--- src/rtl/pipe_ctrl_pkg.sv ---
// ---------------------------------------------------------------------------
// pipe_ctrl_pkg
// Shared types and constants for the pipeline stall/flush controller.
//   state_e          : controller FSM states (IDLE, RUN, MEM_WAIT, HALT)
//   REG_X0           : architectural zero register (never a hazard source)
//   MEM_TIMEOUT_DEF  : default watchdog limit in MEM_WAIT cycles
//   TO_W_DEF         : default width of the wait-cycle counter
//   PERF_W_DEF       : default width of the performance counters
// ---------------------------------------------------------------------------
package pipe_ctrl_pkg;

    typedef enum logic [1:0] {
        IDLE     = 2'd0,
        RUN      = 2'd1,
        MEM_WAIT = 2'd2,
        HALT     = 2'd3
    } state_e;

    localparam logic [4:0] REG_X0          = 5'd0;
    localparam int         MEM_TIMEOUT_DEF = 255;
    localparam int         TO_W_DEF        = 8;
    localparam int         PERF_W_DEF      = 32;

endpackage

--- src/rtl/pipe_hazard_detect.sv ---
// ---------------------------------------------------------------------------
// pipe_hazard_detect
// Combinational load-use detector. Flags when the instruction in EX is a
// load whose destination (other than x0) is a source of the instruction in ID.
// Ports:
//   idex_memread_i  in  1  EX-stage instruction is a load
//   idex_rd_i       in  5  rd of EX-stage instruction
//   ifid_rs1_i      in  5  rs1 of ID-stage instruction
//   ifid_rs2_i      in  5  rs2 of ID-stage instruction
//   lu_o            out 1  load-use hazard present
// ---------------------------------------------------------------------------
module pipe_hazard_detect
    import pipe_ctrl_pkg::*;
(
    input  logic       idex_memread_i,
    input  logic [4:0] idex_rd_i,
    input  logic [4:0] ifid_rs1_i,
    input  logic [4:0] ifid_rs2_i,
    output logic       lu_o
);

    assign lu_o = idex_memread_i
                & (idex_rd_i != REG_X0)
                & ((idex_rd_i == ifid_rs1_i) | (idex_rd_i == ifid_rs2_i));

endmodule

--- src/rtl/pipe_ctrl.sv ---
// ---------------------------------------------------------------------------
// pipe_ctrl
// Central stall/flush controller for a 5-stage pipeline. Drives the enable and
// flush/bubble controls of the PC, IF/ID, ID/EX, EX/MEM and MEM/WB registers
// from load-use hazards, ID-stage taken branches and a variable-latency
// data-memory req/ack handshake, with a memory-timeout watchdog.
//
// Handshake: mem_req_o is held high while an access is outstanding; the access
// completes on the cycle mem_ack_i is sampled high with mem_req_o high. An ack
// without a request is ignored.
//
// Ports:
//   clk_i, rst_i (sync, active-high), start_i (run enable)
//   IFID_RS1addr_i/IFID_RS2addr_i, IDEX_MemRead_i, IDEX_RDaddr_i : hazard inputs
//   Branch_taken_i   : ID-stage branch resolved taken
//   EXMEM_MemRead_i/EXMEM_MemWrite_i, mem_ack_i : memory stage access
//   mem_req_o, PCWrite_o, IFID_en_o, IFID_flush_o, IDEX_en_o, IDEX_bubble_o,
//   EXMEM_en_o, MEMWB_en_o, MEMWB_bubble_o : pipeline controls
//   mem_err_o (sticky timeout), halted_o (FSM in HALT)
//
// Optional feature (macro PIPE_CTRL_PERF_EN): adds saturating counters
//   stall_cnt_o, flush_cnt_o, memwait_cnt_o (PERF_W bits each).
// ---------------------------------------------------------------------------
module pipe_ctrl
    import pipe_ctrl_pkg::*;
#(
    parameter int MEM_TIMEOUT = MEM_TIMEOUT_DEF,
    parameter int TO_W        = TO_W_DEF,
    parameter int PERF_W      = PERF_W_DEF
) (
    input  logic              clk_i,
    input  logic              rst_i,
    input  logic              start_i,
    input  logic [4:0]        IFID_RS1addr_i,
    input  logic [4:0]        IFID_RS2addr_i,
    input  logic              IDEX_MemRead_i,
    input  logic [4:0]        IDEX_RDaddr_i,
    input  logic              Branch_taken_i,
    input  logic              EXMEM_MemRead_i,
    input  logic              EXMEM_MemWrite_i,
    input  logic              mem_ack_i,
    output logic              mem_req_o,
    output logic              PCWrite_o,
    output logic              IFID_en_o,
    output logic              IFID_flush_o,
    output logic              IDEX_en_o,
    output logic              IDEX_bubble_o,
    output logic              EXMEM_en_o,
    output logic              MEMWB_en_o,
    output logic              MEMWB_bubble_o,
    output logic              mem_err_o,
    output logic              halted_o
`ifdef PIPE_CTRL_PERF_EN
    ,
    output logic [PERF_W-1:0] stall_cnt_o,
    output logic [PERF_W-1:0] flush_cnt_o,
    output logic [PERF_W-1:0] memwait_cnt_o
`endif
);

    // Illegal configurations elaborate nothing extra; kept as a visible marker.
    if (MEM_TIMEOUT < 1 || PERF_W < 1) begin : g_bad_cfg
    end

    state_e            state_q, state_d;
    logic [TO_W-1:0]   wait_cnt_q, wait_cnt_d;
    logic              mem_err_q, mem_err_d;

    logic lu;
    logic acc;
    logic active;
    logic req;
    logic freeze;

    pipe_hazard_detect u_hazard (
        .idex_memread_i (IDEX_MemRead_i),
        .idex_rd_i      (IDEX_RDaddr_i),
        .ifid_rs1_i     (IFID_RS1addr_i),
        .ifid_rs2_i     (IFID_RS2addr_i),
        .lu_o           (lu)
    );

    assign acc    = EXMEM_MemRead_i | EXMEM_MemWrite_i;
    // Reset forces all pipeline controls low even before the state clears.
    assign active = ((state_q == RUN) | (state_q == MEM_WAIT)) & ~rst_i;
    assign req    = active & ((state_q == MEM_WAIT) | acc);
    assign freeze = req & ~mem_ack_i;

    // State register
    always_ff @(posedge clk_i) begin
        if (rst_i) begin
            state_q    <= IDLE;
            wait_cnt_q <= '0;
            mem_err_q  <= 1'b0;
        end else begin
            state_q    <= state_d;
            wait_cnt_q <= wait_cnt_d;
            mem_err_q  <= mem_err_d;
        end
    end

    // Next-state logic
    always_comb begin
        state_d    = state_q;
        wait_cnt_d = wait_cnt_q;
        mem_err_d  = mem_err_q;
        unique case (state_q)
            IDLE: begin
                if (start_i) state_d = RUN;
            end
            RUN: begin
                if (acc & ~mem_ack_i) begin
                    state_d    = MEM_WAIT;
                    wait_cnt_d = TO_W'(1);
                end else if (!start_i) begin
                    state_d = IDLE;
                end
            end
            MEM_WAIT: begin
                if (mem_ack_i) begin
                    wait_cnt_d = '0;
                    state_d    = start_i ? RUN : IDLE;
                end else if (wait_cnt_q == TO_W'(MEM_TIMEOUT)) begin
                    state_d    = HALT;
                    wait_cnt_d = '0;
                    mem_err_d  = 1'b1;
                end else begin
                    wait_cnt_d = wait_cnt_q + TO_W'(1);
                end
            end
            HALT: begin
                state_d = HALT;
            end
            default: state_d = IDLE;
        endcase
    end

    // Output logic: priority freeze > load-use > taken branch
    always_comb begin
        PCWrite_o      = 1'b0;
        IFID_en_o      = 1'b0;
        IFID_flush_o   = 1'b0;
        IDEX_en_o      = 1'b0;
        IDEX_bubble_o  = 1'b0;
        EXMEM_en_o     = 1'b0;
        MEMWB_en_o     = 1'b0;
        MEMWB_bubble_o = 1'b0;
        if (active) begin
            if (freeze) begin
                // Upstream holds; MEM/WB takes a bubble so WB does not repeat.
                MEMWB_en_o     = 1'b1;
                MEMWB_bubble_o = 1'b1;
            end else if (lu) begin
                // ID/EX must be enabled to capture the bubble.
                IDEX_en_o     = 1'b1;
                IDEX_bubble_o = 1'b1;
                EXMEM_en_o    = 1'b1;
                MEMWB_en_o    = 1'b1;
            end else begin
                PCWrite_o    = 1'b1;
                IFID_en_o    = 1'b1;
                IDEX_en_o    = 1'b1;
                EXMEM_en_o   = 1'b1;
                MEMWB_en_o   = 1'b1;
                IFID_flush_o = Branch_taken_i;
            end
        end
    end

    assign mem_req_o = req;
    assign mem_err_o = mem_err_q;
    assign halted_o  = (state_q == HALT);

`ifdef PIPE_CTRL_PERF_EN
    logic [PERF_W-1:0] stall_cnt_q, flush_cnt_q, memwait_cnt_q;

    always_ff @(posedge clk_i) begin
        if (rst_i) begin
            stall_cnt_q   <= '0;
            flush_cnt_q   <= '0;
            memwait_cnt_q <= '0;
        end else begin
            if (active & lu & ~freeze & ~&stall_cnt_q)
                stall_cnt_q <= stall_cnt_q + PERF_W'(1);
            if (IFID_flush_o & ~&flush_cnt_q)
                flush_cnt_q <= flush_cnt_q + PERF_W'(1);
            if (freeze & ~&memwait_cnt_q)
                memwait_cnt_q <= memwait_cnt_q + PERF_W'(1);
        end
    end

    assign stall_cnt_o   = stall_cnt_q;
    assign flush_cnt_o   = flush_cnt_q;
    assign memwait_cnt_o = memwait_cnt_q;
`endif

endmodule

--- config.mk ---
export PLATFORM = sky130hd
export DESIGN_NAME = pipe_ctrl
export DESIGN_NICKNAME = d
export VERILOG_FILES = /design/src/rtl/pipe_ctrl_pkg.sv /design/src/rtl/pipe_hazard_detect.sv /design/src/rtl/pipe_ctrl.sv
export SDC_FILE = /design/constraint.sdc
export NUM_CORES = 1
export LEC_CHECK = 0
export ABC_AREA = 1
export ABC_CLOCK_PERIOD_IN_PS = 3400
export CAP_MARGIN = 20
export CORE_ASPECT_RATIO = 0.7
export CORE_UTILIZATION = 42
export DETAILED_ROUTE_END_ITERATION = 6
export DONT_BUFFER_PORTS = 1
export SETUP_SLACK_MARGIN = 0.4
export SYNTH_ARGS = -nofsm -noshare
export SYNTH_HDL_FRONTEND = slang
export SYNTH_SLANG_ARGS = --single-unit
--- constraint.sdc ---
create_clock -name clk_i -period 3.4 [get_ports clk_i]
set_input_delay 0.34 -clock clk_i [delete_from_list [all_inputs] [get_ports clk_i]]
set_output_delay 0.34 -clock clk_i [all_outputs]
set_load 0.05 [all_outputs]
* Yosys cells after proc, flatten, opt, wreduce, memory -nomap -nowiden
Index checks and enable logic that the tools add are counted.
Operators by class: add/sub/neg operators 1, equality and inequality tests 10, mux-type cells 25, bitwise operators 12, reductions and logical operators 6
Operators with widths (number):
- 8-bit two-way mux | 3
- 8-bit one-hot mux with 2 select lines | 1
- 1-bit two-way mux | 15
- 5-bit equality test | 2
- 2-bit two-way mux | 5
- 8-bit by 1-bit adder with 8-bit output (second input constant) | 1
- 8-bit equality test (second input constant) | 1
- 2-bit one-hot mux with 4 select lines | 1
- 1-bit AND | 6
- 3-bit by 2-bit inequality test with 1-bit output (second input constant) | 2
- 3-bit AND reduction | 2
- 5-bit nonzero test | 1
- 2-bit equality test (second input constant) | 2
- 1-bit bitwise OR | 4
- 2-bit by 1-bit equality test with 1-bit output (second input constant) | 1
- 2-bit zero test | 1
- 2-bit by 1-bit inequality test with 1-bit output (second input constant) | 1
- 2-bit inequality test (second input constant) | 1
- 1-bit NOT | 2
- 2-bit AND reduction | 1
- 2-bit nonzero test | 1
Word-level totals: bits in registers 11, input port bits 23, output and inout port bits 11, word-level logic and storage cells 57

* Depth between registers and ports, before layout
Gate-level depths: netlist of run 1.
depth in word-level cells 7, mapped depth 10, depth with buffers taken out 9

* By module
A second synthesis of run 1 with hierarchy kept.
Unflattened totals: cell total of the unflattened synthesis 170, area, all modules 1007.2 µm²
By module, submodules not included:
- pipe_ctrl | instances 1, cells an instance 125, area an instance 812.0 µm², seq. area each 220.2 µm²
- pipe_hazard_detect | instances 1, cells an instance 45, area an instance 195.2 µm², seq. area each 0.0 µm²

* Least setup slack after synthesis of run 1
Ideal clock, no wire load.
kind reg-to-output, from register state_q[0], to output port IFID_flush_o, arrival time 3018 ps, required time 3060 ps, slack 42 ps, stages on the path, launching flop included 10, buffers on the path 0, path through dfxtp_1 > inv_1 > ha_1 > inv_1 > a21oi_1 > nand2_1 > inv_2 > nor2_1 > nand2_1 > nor2_1
Between the ends: longest elaborated chain between the ends 7, elaborated cells between the ends (all ways) 9, those cells by class eq/ne: 2; mux: 2; bitwise: 5
RTL lines:
- start, declared | line pipe_ctrl.sv:65 | state_e state_q, state_d;
- start signal, assigned | line pipe_ctrl.sv:96 | state_q <= state_d;
- 2-bit by 1-bit equality test with 1-bit output / 2-bit equality test (equally long branches) | line pipe_ctrl.sv:85, pipe_ctrl.sv:86
- 1-bit bitwise OR | line pipe_ctrl.sv:85 | assign active = ((state_q == RUN) | (state_q == MEM_WAIT)) & ~rst_i;
- 1-bit AND | line pipe_ctrl.sv:85
- 1-bit AND * | line pipe_ctrl.sv:86 | assign req = active & ((state_q == MEM_WAIT) | acc);
- net mem_req_o | line pipe_ctrl.sv:42 | output logic mem_req_o,
- 1-bit AND * | line pipe_ctrl.sv:87 | assign freeze = req & ~mem_ack_i;
- 1-bit two-way mux * | line pipe_ctrl.sv:149 | if (freeze) begin
- 1-bit two-way mux * | line pipe_ctrl.sv:148 | if (active) begin
- end, declared | line pipe_ctrl.sv:45 | output logic IFID_flush_o,
Mark *: on every way through the listed nets, which the timed path passes. The rest lies on a longest branch.

* Worst setup path in the final report of run 1
from register state_q[0], to output port PCWrite_o
Between the ends: longest elaborated chain between the ends 7, elaborated cells between the ends (all ways) 9, those cells by class eq/ne: 2; mux: 2; bitwise: 5
RTL lines:
- 2-bit by 1-bit equality test with 1-bit output / 2-bit equality test (equally long branches) | line pipe_ctrl.sv:85, pipe_ctrl.sv:86
- 1-bit bitwise OR | line pipe_ctrl.sv:85
- 1-bit AND | line pipe_ctrl.sv:85
- 1-bit AND * | line pipe_ctrl.sv:86
- net mem_req_o | line pipe_ctrl.sv:42
- 1-bit AND * | line pipe_ctrl.sv:87
- 1-bit two-way mux * (2 in a row)
- end, declared | line pipe_ctrl.sv:43 | output logic PCWrite_o,
Marked as above.

==> impl_metrics.json, run 1 <==
{
  "syn_nets": 190,
  "clk_path_buf_depth": 2,
  "slew_violations": 0,
  "leakage_nw": 0.524,
  "dpl-instance-area_mm2": 0.00100,
  "swShare": 0.546,
  "n_antenna_cell": 0,
  "final-setup-viol-count": 0,
  "syn-cell-area_um2": 930,
  "worstSetupPathType": "reg -> out",
  "min_period_ns": 2.72,
  "htree_levels": 1,
  "synth_top_area_frac": 0.237,
  "peakVddDrop_uv": 299,
  "num_vias": 991,
  "critPathLaunchType": "register",
  "hold_buffers": 0,
  "drc": 0,
  "regArea_um2": 220,
  "timing.fmax_mhz": 368,
  "dr.pass1.iters": 4,
  "ios": 34,
  "grt_pass1_vias": 870,
  "postCtsSetupRepairBufs": 0,
  "grt_pass1_wl_um": 3680,
  "fin_util": 0.522,
  "multi_input_area_um2": 584,
  "antenna_found_initial": 0,
  "syn_to_final_growth_pct": 10.5,
  "synth_area_per_cell_um2": 5.74,
  "p_per_area_mw_per_mm2": 649,
  "seqPwrFrac": 0.244,
  "met3WireLength_um": 201,
  "wirelength_um": 2110,
  "top_layer_used": "met4",
  "hp-class": "in -> reg",
  "wl_per_cell_um": 10.7,
  "grt_usage": 0.214,
  "dr_wl_met2_um": 842,
  "layout_setup_ws_ns": 0.680,
  "cp.required_ns": 3.06,
  "power_frac_clock": 0.138,
  "cts_tree": "built",
  "async_reset_ff_frac": 0,
  "fp.dieH_um": 41.4,
  "wl_met1_um": 1060,
  "insertion_delay_ns": 0.27,
  "cp_max_fo": 4,
  "syn_inst": 162,
  "die_x_um": 58.2,
  "tightest_slew_ns": 0.640,
  "holdWs_ns": 0.126,
  "hpwl_um": 1760,
  "synth_edf_count": 0,
  "hold_viol": 0,
  "finalClockSkew_ns": 0.00174,
  "layout.cells.non_filler": 198,
  "rsz0062_at_grt": "no",
  "dp_worst_setup_slack_ns": 0.970,
  "cp-end-kind": "output pin",
  "coreArea_mm2": 0.00197,
  "period_share": 0.800,
  "final_area_mm2": 0.00103,
  "synth_cell_types": 21,
  "cp.arrival_ns": 2.38,
  "ys_top_cells_by_area": "dfxtp_1 (24%), nand2_1 (19%), inv_1 (11%)",
  "yosysSeqAreaShare": 0.237,
  "yosysTopAreaCell": "dfxtp_1",
  "synthTopCellsByCount": "nand2_1 (47), inv_1 (28), nor2_1 (26)",
  "synth_ff_type": "dfxtp_1",
  "cts_buffers": 3,
  "overflow": 0,
  "fp.dieArea_mm2": 0.00241,
  "p_int_mw": 0.303,
  "drt-initial-drc-count": 70,
  "postCtsResizedCells": 0,
  "grt_max_degree": 11,
  "ys_seq_elements": 11,
  "cts.sinks": 11,
  "drive_above_1_share": 0.101,
  "maxSlewHeadroom": 0.573,
  "setup_tns_ns": 0,
  "gp_congestion": 0.755,
  "synth_warnings": 0,
  "finalPower_mw": 0.666,
  "p_sw_mw": 0.364,
  "post-synth-top-count-cell": "nand2_1",
  "fillerInstances": 205,
  "cts.clk_slew.worst_paths_ns": 0.07,
  "drv_cap": 0,
  "status": "complete, no violations",
  "initial_core_util": 0.472,
  "numPortBuffers": 0,
  "post-place-cells": 194,
  "combPwrFrac": 0.618,
  "viasPerCell": 5.01,
  "num_rows": 13,
  "postRouteAntennaNets": 0,
  "fin_nets": 197,
  "cts_root_buf": "clkbuf_4"
}
[path summary, 6_finish.rpt]
| path | from | end | slack (ns) | cells past startpoint |
|---|---|---|---|---|
| hold reg to reg | wait_cnt_q[2]$_SDFFE_PP0P_ | wait_cnt_q[2]$_SDFFE_PP0P_ | 0.49 | 2 |
| setup reg to reg | state_q[0]$_SDFFE_PP0P_ | wait_cnt_q[3]$_SDFFE_PP0P_ | 1.79 | 8 |
| setup / recovery | state_q[0]$_SDFFE_PP0P_ | PCWrite_o | 0.68 | 10 |
| hold / removal | rst_i | wait_cnt_q[1]$_SDFFE_PP0P_ | 0.13 | 1 |
[critical path, cell delays in order (launching register included)]
cell and delay, ns:
dfxtp_1 0.38, inv_1 0.08, ha_1 0.30, nand2_2 0.08, a21oi_2 0.49, nand2_1 0.13
inv_2 0.24, nor2_2 0.08, nand2_1 0.09, inv_1 0.07, buf_12 0.16
[final cells by class]
| class | count | share of cell area |
|---|---|---|
| clock buffers | 4 | 0.0256 |
| well taps | 30 | 0.0365 |
| inverters | 31 | 0.113 |
| multi-input cells | 118 | 0.569 |
| repair buffers | 4 | 0.0414 |
| flip-flops and latches | 11 | 0.214 |
[registers in the layout, summed over array words and instances (netlist names)]
name	count
state_q	2
wait_cnt_q	8
mem_err_o	1
[cells in the final DEF (no fill, tap or decap), types with 2 or more instances in the layout]
cell      netlist  layout
a21oi_1        10       9
a21oi_2         1       2
buf_4           2       3
clkbuf_4        0       3
dfxtp_1        11      11
ha_1            5       5
inv_1          28      28
inv_2           3       3
nand2_1        47      47
nand3_1         7       7
nand3b_1        3       3
nor2_1         26      25
nor2_2          2       3
nor3_1          3       3
o21ai_0         6       6
xnor2_1         2       2
[routing by layer]
| metal | GRT usage | up-vias |
|---|---|---|
| met4 | 0.0595 | 0 |
| met3 | 0.0802 | 2 |
| met1 | 0.269 | 440 |
| li1 | - | 507 |
| met2 | 0.353 | 42 |
| met5 | 0 | - |
[power groups by stage]
stage | logic, mW | registers (mW) | clock network (mW)
6_report | 0.412 | 0.162 | 0.0920
5_1_grt | 0.450 | 0.166 | 0.103
4_1_cts | 0.412 | 0.162 | 0.0955
3_5_place_dp | 0.410 | 0.166 | 0
3_3_place_gp | 0.404 | 0.163 | 0
2_1_floorplan | 0.347 | 0.159 | 0
[logic make-up (layout without fill, tap and decap cells)]
| group | Yosys count | in the layout | synth area share |
|---|---|---|---|
| compound gates | 20 | 20 | 0.127 |
| xor+xnor | 3 | 3 | 0.0283 |
| fa+ha+maj | 5 | 5 | 0.0673 |
| buf+inv | 33 | 39 | 0.141 |
| flops | 11 | 11 | 0.237 |
| simple gates | 90 | 90 | 0.400 |
Note: power is estimated with default switching activity, not from simulation.
==> run 2, diff against run 1 <==
- ABC_CLOCK_PERIOD_IN_PS: 3400 -> 2600
- clock period: 3.4 -> 2.6 ns (I/O delays scaled with it)
==> impl_metrics.json, run 2 (synthesis results as in run 1) <==
{
  "htree_levels": 1,
  "min_period_ns": 2.05,
  "final_cell_mix": "nand2_1 (45), inv_1 (24), nor2_1 (23)",
  "die_x_um": 58.2,
  "max_stage_delay_ns": 0.37,
  "setup_tns_ns": 0,
  "largest_reg_flops": 8,
  "fp.dieArea_mm2": 0.00241,
  "grt_pass1_wl_um": 3300,
  "n_antenna_cell": 0,
  "fp.dieH_um": 41.4,
  "cts_tree": "built",
  "grt_usage": 0.195,
  "peakVddDrop_uv": 400,
  "ios": 34,
  "cp-end-kind": "output pin",
  "p_per_area_mw_per_mm2": 854,
  "cp_max_fo": 4,
  "hold_viol": 0,
  "antenna_found_initial": 0,
  "worstSetupPathType": "reg -> out",
  "viasPerCell": 4.59,
  "slew_violations": 0,
  "cpMostUsedCell": "nand2_2",
  "finalPower_mw": 0.955,
  "wl_per_cell_um": 9.97,
  "slowest_stage": "dfxtp_2",
  "cp.arrival_ns": 1.79,
  "largest-register": "wait_cnt_q",
  "fin_nets": 199,
  "critPathLaunchType": "register",
  "grt_max_degree": 11,
  "cp.required_ns": 2.34,
  "dr.pass1.iters": 4,
  "initial_core_util": 0.472,
  "num_rows": 13,
  "insertion_delay_ns": 0.27,
  "leakage_nw": 0.540,
  "period_share": 0.789,
  "path_cells": "inv_2 > ha_4 > nand2_4 > a21oi_4 > nand2_2 > inv_6 > nor2_4 > nand2_2 > clkinvlp_4 > buf_12",
  "drive_above_1_share": 0.176,
  "tightest_slew_ns": 0.554,
  "finalClockSkew_ns": 0.000561,
  "drv_cap": 0,
  "final_common_cell": "nand2_1",
  "clk_path_buf_depth": 2,
  "numPortBuffers": 0,
  "fillerInstances": 208,
  "cts.clk_slew.worst_paths_ns": 0.07,
  "rsz0062_at_grt": "no",
  "cts.sinks": 11,
  "cts_root_buf": "clkbuf_4",
  "status": "complete, no violations",
  "syn_to_final_growth_pct": 20.3,
  "crit_family": "buffers and inverters",
  "drc": 0,
  "critical_path_buf_inv_count": 4,
  "cts_buffers": 3,
  "final-setup-viol-count": 0,
  "overflow": 0,
  "postRouteAntennaNets": 0,
  "maxSlewHeadroom": 0.631,
  "hp-class": "in -> reg",
  "drt-initial-drc-count": 29,
  "coreArea_mm2": 0.00197,
  "num_vias": 918,
  "hpwl_um": 1710,
  "wirelength_um": 1990,
  "gp_congestion": 0.810,
  "grt_pass1_vias": 755,
  "timing.fmax_mhz": 487
}
[run 2: cell types whose count changed in the layout (fill, tap and decap cells not counted), sizes merged]
cell and change:
buf +2, inv -1, clkinvlp +1
[run 2: timing repair]
item,4_1_cts,5_1_grt
setup buffers,0,1
setup endpoints to repair,0,1
hold buffers,0,0
gates resized for setup,0,0
[run 2: per-layer routing]
layer,vias to the layer above,part of all wire,global-route usage
met5,-,0,0
met4,0,0.0080,0.0536
met3,4,0.10,0.0802
met2,31,0.33,0.273
met1,374,0.56,0.272
li1,509,-,-
[run 2: stage by stage]
stage                     cell area, µm²  worst slack [ns]  hold WS (ns)   util  std cells
after global routing                1120             0.419        0.0370  0.568        200
after CTS                           1110             0.516        0.0432  0.565        199
after global placement              1080             0.859         0.331  0.551        195
after detailed placement            1080             0.824         0.339  0.551        195
final                               1120             0.548        0.0470  0.568        200
after floorplan                      995             0.292         0.322      -        162
[run 2: report_power, final]
| group | internal (mW) | total, mW | switching, mW |
|---|---|---|---|
| sequential | 0.192 | 0.216 | 0.0241 |
| combinational | 0.199 | 0.619 | 0.420 |
| clock | 0.0595 | 0.120 | 0.0606 |
| total | 0.450 | 0.955 | 0.505 |
[run 2: final timing paths]
path | startpoint | to | slack, ns | cells past startpoint
min | rst_i | state_q[0]$_SDFFE_PP0P_ | 0.05 | 1
max | state_q[1]$_SDFFE_PP0P_ | PCWrite_o | 0.55 | 10
min reg2reg | wait_cnt_q[1]$_SDFFE_PP0P_ | wait_cnt_q[1]$_SDFFE_PP0P_ | 0.49 | 2
max reg2reg | state_q[0]$_SDFFE_PP0P_ | wait_cnt_q[2]$_SDFFE_PP0P_ | 0.94 | 9
[run 2: area by class of cell]
cell class,instances,area [µm²],share of cell area
inverter,31,125,0.112
timing repair buffer,6,82.6,0.0738
sequential,11,223,0.199
multi-input combinational,118,624,0.558
clock buffer,4,26.3,0.0235
tap,30,37.5,0.0336
==> run 3, diff against run 2 <==
- ABC_CLOCK_PERIOD_IN_PS: 2600 -> 2080
- clock period: 2.6 -> 2.08 ns (I/O delays scaled with it)
==> impl_metrics.json, run 3 (synthesis results as in run 1) <==
{
  "status": "complete, no violations",
  "fp.dieH_um": 41.4,
  "wl_per_cell_um": 10.5,
  "maxSlewHeadroom": 0.665,
  "whs_path_depth": 3,
  "cts.clk_slew.worst_paths_ns": 0.07,
  "grt_pass1_wl_um": 3490,
  "worstSetupPathType": "reg -> out",
  "viasPerCell": 4.67,
  "reg2regPathDepth": 8,
  "drive_above_1_share": 0.253,
  "grt_max_degree": 11,
  "hpwl_um": 1750,
  "grt_usage": 0.206,
  "hp-class": "in -> reg",
  "drv_cap": 0,
  "worstHoldEndpoint": "wait_cnt_q[7]$_SDFFE_PP0P_",
  "numPortBuffers": 0,
  "final_common_cell": "nand2_1",
  "slew_violations": 0,
  "critPathLaunchType": "register",
  "drt-initial-drc-count": 26,
  "die_x_um": 58.2,
  "worstHoldStart": "rst_i",
  "final-setup-viol-count": 0,
  "cts_tree": "built",
  "syn_to_final_growth_pct": 38.5,
  "num_rows": 13,
  "grt_pass1_vias": 832,
  "path_cells": "inv_2 > ha_4 > nand2_4 > a21oi_4 > nand2_2 > clkinv_4 > nor2_4 > nand2_4 > clkinvlp_4 > buf_12",
  "slowest_stage": "dfxtp_2",
  "cp.required_ns": 1.87,
  "cts.sinks": 11,
  "ios": 34,
  "peakVddDrop_uv": 580,
  "final_cell_mix": "nand2_1 (44), nor2_1 (23), inv_1 (22)",
  "p_per_area_mw_per_mm2": 1080,
  "dr.pass1.iters": 4,
  "max_stage_delay_ns": 0.36,
  "post-place-cells": 197,
  "initial_core_util": 0.472,
  "timing.fmax_mhz": 529,
  "num_vias": 991,
  "largest-register": "wait_cnt_q",
  "finalPower_mw": 1.40,
  "coreArea_mm2": 0.00197,
  "n_antenna_cell": 0,
  "overflow": 0,
  "min_period_ns": 1.89,
  "timing.rr.end": "wait_cnt_q[6]$_SDFFE_PP0P_",
  "fp.dieArea_mm2": 0.00241,
  "cp_max_fo": 4,
  "cpMostUsedCell": "nand2_4",
  "clk_path_buf_depth": 2,
  "rsz0062_at_grt": "yes",
  "htree_levels": 1,
  "period_share": 0.909,
  "insertion_delay_ns": 0.28,
  "leakage_nw": 0.605,
  "cp-end-kind": "output pin",
  "antenna_found_initial": 0,
  "finalClockSkew_ns": 0.00868,
  "wirelength_um": 2220,
  "ff2ff_setup_slack_ns": 0.47,
  "cts_buffers": 3,
  "cts_root_buf": "clkbuf_4",
  "postRouteAntennaNets": 0,
  "drc": 0,
  "reg2reg_from": "state_q[1]$_SDFFE_PP0P_",
  "hold_viol": 0,
  "cp.arrival_ns": 1.68,
  "largest_reg_flops": 8,
  "tightest_slew_ns": 0.502,
  "gp_congestion": 0.733,
  "fin_nets": 211,
  "layout.cells.non_filler": 212
}
## run 3: cell count changes in the layout (fill, tap and decap cells not counted), moves of 2 or more
| cell | previous run | this run |
|---|---|---|
| buf_4 | 3 | 8 |
| buf_6 | 0 | 3 |
| buf_8 | 0 | 2 |
| inv_1 | 24 | 22 |
| nor2_2 | 4 | 1 |
| nor2_4 | 1 | 4 |
## run 3: cell type report
class                           count  area [µm²]
Inverter                           31         131
Sequential cell                    11         225
Timing Repair Buffer               18         214
Fill cell                         189         681
Multi-Input combinational cell    118         653
Clock buffer                        4        26.3
Tap cell                           30        37.5
## run 3: through the flow
| stage | setup TNS [ns] | setup slack, ns | util | instance area (µm²) | hold slack [ns] |
|---|---|---|---|---|---|
| global route | 0 | 0.110 | 0.654 | 1290 | 0.0852 |
| floorplan | -0.360 | -0.176 | - | 995 | 0.270 |
| finish | 0 | 0.190 | 0.654 | 1290 | 0.0857 |
| global placement | 0 | 0.444 | 0.559 | 1100 | 0.278 |
| CTS | 0 | 0.177 | 0.624 | 1230 | 0.0796 |
| detailed placement | 0 | 0.401 | 0.559 | 1100 | 0.279 |
## run 3: worst max path at each step
stage                                  from            end  slack, ns  depth (start not counted)
floorplan           state_q[0]$_SDFFE_PP0P_      PCWrite_o      -0.18                         10
global placement    state_q[0]$_SDFFE_PP0P_   IFID_flush_o       0.44                         10
detailed placement  state_q[0]$_SDFFE_PP0P_   IFID_flush_o       0.40                         10
CTS                 state_q[1]$_SDFFE_PP0P_      IFID_en_o       0.18                         10
global route        state_q[0]$_SDFFE_PP0P_  IDEX_bubble_o       0.11                         10
finish              state_q[0]$_SDFFE_PP0P_      IFID_en_o       0.19                         10
## run 3: worst max-delay path: cells and delay by family (launching register included)
| family | cells | cell delay (ns) |
|---|---|---|
| AOI/OAI and AO/OA | 1 | 0.04 |
| adders and majority gates | 1 | 0.24 |
| buffers and inverters | 4 | 0.37 |
| DFF | 1 | 0.36 |
| and+or+nand+nor | 4 | 0.41 |
## run 3: timing repair
action / in CTS / in global routing
hold buffers: 1 / 0
endpoints found under the hold margin: 2 / 0
pin swaps: 4 / 4
endpoints found under the setup margin: 7 / 17
resized for setup: 8 / 14
setup buffers: 8 / 2
## run 3: routing by layer
layer  part of all wire  global-route usage
met1               0.52               0.282
met2               0.38               0.296
met3              0.095              0.0895
met4             0.0063              0.0476
met5                  0                   0
## run 3: report_power, final
group | internal (mW) | switching [mW]
Clock | 0.0744 | 0.0745
Sequential | 0.242 | 0.0321
Combinational | 0.384 | 0.589
